## src/rtl/if_fetch_unit.sv

```systemverilog
// rtl/if_fetch_unit.sv - instruction fetch front end feeding the IF/ID register
// Single outstanding request to a variable-latency instruction memory, with stall hold and redirect flush.
module if_fetch_unit #(
  parameter logic [31:0] RESET_PC = 32'h0000_0000
) (
  input  logic        clk,
  input  logic        rst_n,
  input  logic        stall,
  input  logic        redirect,
  input  logic [31:0] redirect_target,
  output logic        imem_req,
  output logic [31:0] imem_addr,
  input  logic        imem_rvalid,
  input  logic [31:0] imem_rdata,
  output logic [31:0] instruction_out,
  output logic [31:0] PCp4_out,
  output logic        if_valid
);

  localparam logic [1:0] S_FETCH = 2'd0;
  localparam logic [1:0] S_WAIT  = 2'd1;
  localparam logic [1:0] S_HOLD  = 2'd2;

  logic [1:0]  state;
  logic [31:0] pc;
  logic        kill;
  logic [31:0] target;
  logic [31:0] pc_plus4;

  assign target    = redirect_target & ~32'h3;
  assign pc_plus4  = pc + 32'd4;
  assign imem_addr = pc;

  // HOLD issues the next fetch in the same cycle the held instruction is consumed.
  always_comb begin
    imem_req = 1'b0;
    if (rst_n && !redirect) begin
      if (state == S_FETCH)
        imem_req = 1'b1;
      else if (state == S_HOLD && !stall)
        imem_req = 1'b1;
    end
  end

  always_ff @(posedge clk or negedge rst_n) begin
    if (!rst_n) begin
      state           <= S_FETCH;
      pc              <= RESET_PC & ~32'h3;
      kill            <= 1'b0;
      if_valid        <= 1'b0;
      instruction_out <= 32'h0;
      PCp4_out        <= 32'h0;
    end else if (redirect) begin
      pc       <= target;
      if_valid <= 1'b0;
      // A request already in flight must have its response swallowed.
      if (state == S_WAIT && !imem_rvalid) begin
        kill  <= 1'b1;
        state <= S_WAIT;
      end else begin
        kill  <= 1'b0;
        state <= S_FETCH;
      end
    end else begin
      case (state)
        S_FETCH: state <= S_WAIT;
        S_WAIT: begin
          if (imem_rvalid) begin
            if (kill) begin
              kill  <= 1'b0;
              state <= S_FETCH;
            end else begin
              instruction_out <= imem_rdata;
              PCp4_out        <= pc_plus4;
              pc              <= pc_plus4;
              if_valid        <= 1'b1;
              state           <= S_HOLD;
            end
          end
        end
        S_HOLD: begin
          if (!stall) begin
            if_valid <= 1'b0;
            state    <= S_WAIT;
          end
        end
        default: state <= S_FETCH;
      endcase
    end
  end

endmodule

```

## config.mk

```make
export PLATFORM = sky130hd
export DESIGN_NAME = if_fetch_unit
export DESIGN_NICKNAME = d
export VERILOG_FILES = /design/src/rtl/if_fetch_unit.sv
export SDC_FILE = /design/constraint.sdc
export NUM_CORES = 1
export LEC_CHECK = 0
export CORE_MARGIN = 2
export CORE_UTILIZATION = 41
export DETAILED_ROUTE_END_ITERATION = 12
export PLACE_DENSITY = 0.76
export SETUP_SLACK_MARGIN = 0.02
export SYNTH_ARGS = -nofsm -noshare
export SYNTH_HDL_FRONTEND = slang
export SYNTH_SLANG_ARGS = --single-unit
```

## constraint.sdc

```tcl
create_clock -name clk -period 1.8 [get_ports clk]
set_clock_uncertainty 0.1 [all_clocks]
set_input_delay 0.27 -clock clk [delete_from_list [all_inputs] [get_ports clk]]
set_output_delay 0.27 -clock clk [all_outputs]
set_load 0.01 [all_outputs]
```

==> out/qor.yml, run 1 <==
avgSynthCellArea_sq_um: 10.33
p_per_area_mw_per_mm2: 1161
fin_crit_ns: 1.911
muxShareOfSynthArea_pct: 8.589
start_kind: "flop"
ant_nets: 0
violations: "negative setup slack"
htree_levels: 3
mostFrequentLayoutCells: "clkdlybuf4s50_1, dfrtp_1, buf_4, nand2_1, xnor2_1"
drive_above_1_share_pct: 31.26
final_hold_viol_count: 0
synth_seq_cells: 96
critPathTopFamily: "simple AND/OR/NAND/NOR gates"
multi_input_comb_area_sq_mm: 0.002492
crit_fanout: 6
numPortBuffers: 160
totalWireLength_um: 14620
die-area_sq_mm: 0.01231
worst_path_largest_cell_delay_ns: 0.61
synth_top_family_by_area: "simple AND/OR/NAND/NOR gates"
drv_cap: 0
avgRoutedWirePerCell_um: 17.53
worst_pin_slew_ns: 0.5015
dpl_cell_area_sq_mm: 0.006895
cts_inserted_buffers: 9
synth_adder_area_share_pct: 0.2667
yosysWarnings: 0
rsz0062_at_grt: "true"
grt_usage_pct: 21.66
syn_inst: 454
cts_sinks: 96
route.detailed.drc: 0
die_w_um: 111.0
grt_max_degree: 97
ys_types: 44
reg2regPathDepth: 5
cts_root_buf: "clkbuf_16"
cp.depth: 5
tns_ns: -1.486
timing.fmax_ghz: 0.5232
n_fill_cell: 846
status: "finished, violations left"
slew_viol_final: 0
clk_latency_ns: 0.34
core.rowCount: 39
hp-class: "primary input to flop"
ys_seq_area_share_pct: 51.21
synth_top_area_cell: "dfrtp_1"
vias: 4314
cp_data_arrival_time_ns: 2.03
post-dp-hpwl_um: 9632
gp_congestion: 0.8476
grt-ovfl-total: 0
clkTransAtPathRegs_ns: 0.07
synth_compound_area_share_pct: 7.389
setup_viol: 36
first_global_vias: 4218
register_area_sq_mm: 0.002415
setup.worst_path.end_class: "flop"
synthXorXnorAreaFrac_pct: 10.64
dr.pass1.iters: 4
antenna_found_initial: 0
min_period_over_period_pct: 106.2
cts_tree: "yes"
synth_top_area_share_pct: 51.21
cts_buffer_depth: 2
fin_area_sq_mm: 0.007904
path_cells: "nand2_2, or4_4, nor4_4, xnor2_1, o21ai_1"
yosys.area_share.simple_pct: 17.71
min_path_cells: 3
fp.coreArea_sq_mm: 0.01127
crit_buf_inv: 0
vdd_drop_max_mv: 0.6744
nets: 756
drt_iter0_markers: 238
start_util_pct: 41.61
grt_pass1_wl_um: 21550
timing.final.ws_setup_ns: -0.1114
syn_to_final_growth_pct: 68.50
io_pins: 167
antennaDiodeCount: 0
path_class: "flop to flop"
synth_area_sq_mm: 0.004691
layout_commonest_cell: "clkdlybuf4s50_1"
synthTopCellsByArea: "dfrtp_1, mux2_2, xnor2_1"
worst_slew_margin_rel_pct: 66.57
vias_per_cell: 5.173
required_ns: 1.92
leakagePower_nw: 3.398
die_y_um: 111.0
critical_path.slowest_cell: "or4_4"
-- cell usage after synthesis, drive strengths merged --
library cell,n
a211o,1
a21oi,29
and2,3
and3,5
and4,2
and4bb,1
buf,23
clkbuf,11
conb,1
dfrtp,96
ha,1
inv,4
mux2,34
mux2i,2
nand2,49
nand3,11
nand3b,2
nand4,12
nand4b,1
nand4bb,1
nor2,47
nor3,10
nor3b,1
nor4,6
o21a,1
o21ai,34
o31ai,1
or3,3
or4,5
xnor2,35
xor2,22
-- report_power, final --
group | leakage, nW | internal, mW | switching, mW
registers | 1.13 | 2.93 | 0.496
logic | 2.12 | 2.33 | 1.44
clock network | 0.146 | 1.13 | 0.859
total | 3.40 | 6.38 | 2.80
-- registers in the layout, indices dropped and copies added (netlist names) --
register / cells
state: 2
kill: 1
if_valid: 1
PCp4_out: 30
instruction_out: 32
imem_addr: 30
-- layer usage --
layer	part of all wire (%)	track usage (%)
met3	5.9	3.882
met1	44	29.16
met4	1.7	6.833
met5	0	0
met2	49	35.79
-- logic make-up after synthesis --
family | count (synthesis)
adder cells (fa/ha/maj) | 1
other | 1
XOR/XNOR | 57
flip-flops | 96
buffers and inverters | 38
multiplexers | 36
AO/OA/AOI/OAI | 66
AND/OR/NAND/NOR | 159
-- worst register-to-register path, delay by kind of cell (launching register included) --
family                    cells  cell delay [ns]
xor gates and xnor gates      1             0.18
and+or+nand+nor               3             1.03
DFF                           1             0.40
AOI/OAI and AO/OA             1             0.08
-- worst paths after layout --
| kind | from | endpoint | slack [ns] |
|---|---|---|---|
| setup / recovery | imem_addr[21] | imem_addr[31] | -0.11 |
| hold reg to reg | instruction_out[26] | instruction_out[26] | 0.41 |
| setup reg to reg | imem_addr[21] | imem_addr[31] | -0.11 |
| hold / removal | redirect | state[0] | 0.15 |
| min in group asynchronous | rst_n | PCp4_out[28] | 0.49 |
| max in group asynchronous | rst_n | imem_addr[5] | 0.72 |
-- final cells by class --
class / count / share of cell area, %
Inverter: 4 / 0.1900
Multi-Input combinational cell: 324 / 31.53
Clock buffer: 11 / 3.071
Tap cell: 143 / 2.264
Clock inverter: 5 / 0.8073
Sequential cell: 96 / 30.55
Timing Repair Buffer: 251 / 31.58
-- what timing repair did --
| item | in CTS | in global routing |
|---|---|---|
| pin swaps | 3 | 32 |
| resized for setup | 23 | 96 |
| gates cloned | 1 | 6 |
| setup buffers | 4 | 14 |
| endpoints found under the hold margin | 96 | 0 |
| hold buffers | 1 | 0 |
| setup endpoints to repair | 56 | 65 |
-- stage by stage --
step / power [mW] / cells / utilization, % / hold WS [ns] / worst slack (ns)
floorplan: 4.710 / 457 / - / -0.1256 / -0.09911
global placement: 6.745 / 792 / 61.17 / 0.3377 / -0.3549
detailed placement: 6.869 / 792 / 61.17 / 0.3406 / -0.4105
CTS: 8.890 / 814 / 64.65 / 0.1439 / -0.1057
global route: 9.632 / 834 / 70.12 / 0.1703 / -0.1971
finish: 9.179 / 834 / 70.12 / 0.1472 / -0.1114
(Power assumes the default switching activity.)
==> inputs of run 2 (changes only) <==
--- a/config.mk
+++ b/config.mk
@@ -9,7 +9,8 @@
 export CORE_UTILIZATION = 41
 export DETAILED_ROUTE_END_ITERATION = 12
 export PLACE_DENSITY = 0.76
-export SETUP_SLACK_MARGIN = 0.02
+export SETUP_SLACK_MARGIN = 0.15
+export SKIP_LAST_GASP = 1
 export SYNTH_ARGS = -nofsm -noshare
 export SYNTH_HDL_FRONTEND = slang
 export SYNTH_SLANG_ARGS = --single-unit
==> run 2 against run 1 <==
The flow still finishes with violations (negative setup slack). Worst setup slack lost 0.038 ns. Via count grew 5.8%. Global-route usage is 1.4 points higher. Cell count is 3.1% higher. First-iteration DRC count increased by 29%. Non-clock buffer count up 27. Combinational power grew 10%. Largest cell class unchanged.
==> out/qor.yml, run 2 (synthesis results as in run 1) <==
final_hold_viol_count: 0
fp.coreArea_sq_mm: 0.01127
fin_crit_ns: 1.949
grt_usage_pct: 23.07
hp-class: "primary input to flop"
io_pins: 167
start_kind: "flop"
syn_to_final_growth_pct: 82.53
timing.fmax_ghz: 0.5131
violations: "negative setup slack"
cts_tree: "yes"
setup_viol: 25
drive_above_1_share_pct: 38.77
vias: 4566
clk_latency_ns: 0.34
cp_data_arrival_time_ns: 2.08
timing.final.ws_setup_ns: -0.1489
cts_inserted_buffers: 9
grt_pass1_wl_um: 22760
drt_iter0_markers: 308
avgRoutedWirePerCell_um: 19.45
die_y_um: 111.0
mostFrequentLayoutCells: "clkdlybuf4s50_1, dfrtp_1, buf_4, nand2_1, mux2_4"
ant_nets: 0
drv_cap: 0
dr.pass1.iters: 5
min_period_over_period_pct: 108.3
grt-ovfl-total: 0
die_w_um: 111.0
antenna_found_initial: 0
numPortBuffers: 160
grt_max_degree: 97
setup.worst_path.end_class: "flop"
cts_root_buf: "clkbuf_16"
htree_levels: 3
status: "finished, violations left"
largest_reg_flops: 32
layout_commonest_cell: "clkdlybuf4s50_1"
p_total_mw: 9.680
route.detailed.drc: 0
worst_slew_margin_rel_pct: 64.43
vdd_drop_max_mv: 0.7925
post-dp-hpwl_um: 9610
path_class: "flop to flop"
r2r_start: "imem_addr[20]"
whs_endpoint: "state[0]"
totalWireLength_um: 16730
top_register: "instruction_out"
nets: 783
rsz0062_at_grt: "true"
antennaDiodeCount: 0
hp-start: "redirect"
required_ns: 1.93
slew_viol_final: 0
worstReg2RegEnd: "PCp4_out[31]"
reg2regPathDepth: 6
clkTransAtPathRegs_ns: 0.07
cts_buffer_depth: 2
reg2reg_slack_ns: -0.15
p_per_area_mw_per_mm2: 1131
gp_congestion: 0.9261
cts_sinks: 96
core.rowCount: 39
start_util_pct: 41.61
die-area_sq_mm: 0.01231
crit_fanout: 6
leakagePower_nw: 3.743
vias_per_cell: 5.309
worst_pin_slew_ns: 0.5336
min_path_cells: 3
n_fill_cell: 708
fin_util_pct: 75.96
first_global_vias: 4357
-- run 2: cell types whose count changed in the layout (fill, tap and decap cells not counted), moves of 13 or more --
cell and change:
a21oi_2 +13, o21ai_1 +13, a21oi_1 -15, o21ai_0 -13, mux2_4 +15, clkdlybuf4s50_1 -20
dlygate4sd2_1 +20, mux2_2 -15
-- run 2: metal layers --
metal / part of all wire, % / wire length, um / vias up / global-route usage (%)
met5: 0 / 0 / - / 0
met2: 50 / 8416 / 193 / 39.96
met3: 4.8 / 810 / 31 / 3.554
li1: - / - / 2058 / -
met1: 43 / 7127 / 2284 / 29.89
met4: 2.2 / 373 / 0 / 7.167
-- run 2: critical path: stages, from the launching register on --
cell,delay [ns]
dfrtp_1,0.41
nand4_1,0.16
or4_4,0.53
buf_6,0.16
nor4_4,0.22
xnor2_1,0.18
a21oi_2,0.07
-- run 2: final cells by class --
| type | instances | area, sq um | area share [%] |
|---|---|---|---|
| Timing Repair Buffer | 278 | 2850 | 33.29 |
| Multi-Input combinational cell | 324 | 2781 | 32.49 |
| Sequential cell | 96 | 2416 | 28.22 |
| Clock buffer | 10 | 239.0 | 2.791 |
| Tap cell | 143 | 178.9 | 2.090 |
| Clock inverter | 5 | 81.33 | 0.9499 |
| Inverter | 4 | 15.01 | 0.1754 |
-- run 2: worst max path at each step --
stage / cells past startpoint / from / slack [ns] / end
after floorplan: 7 / imem_addr[5] / -0.1 / PCp4_out[25]
after global placement: 7 / imem_rvalid / -0.29 / imem_addr[20]
after detailed placement: 7 / imem_rvalid / -0.34 / imem_addr[15]
after CTS: 6 / imem_addr[20] / -0.02 / imem_addr[28]
after global routing: 6 / imem_addr[20] / -0.19 / PCp4_out[31]
final: 6 / imem_addr[20] / -0.15 / PCp4_out[31]
-- run 2: repair_timing --
item,CTS,global route
setup endpoints to repair,114,99
setup buffers,22,18
hold buffers,1,0
gates resized for setup,116,124
gates cloned,8,2
pin swaps,29,30
hold endpoints to repair,96,0
-- run 2: per-stage QoR --
stage	worst slack [ns]	hold slack (ns)	cells	cell area, sq um	TNS, ns
finish	-0.1489	0.1996	860	8562	-1.263
global route	-0.1916	0.2324	860	8562	-3.910
CTS	-0.01517	0.1831	840	7939	-0.06731
detailed placement	-0.3378	0.3299	794	6949	-20.07
global placement	-0.2855	0.3240	794	6949	-16.84
floorplan	-0.09895	-0.1256	457	4873	-0.4342
-- run 2: power by group --
part	internal [mW]	switching (mW)	total (mW)
sequential	2.93	0.513	3.45
clock	1.25	0.826	2.07
combinational	2.53	1.63	4.16
total	6.72	2.96	9.68
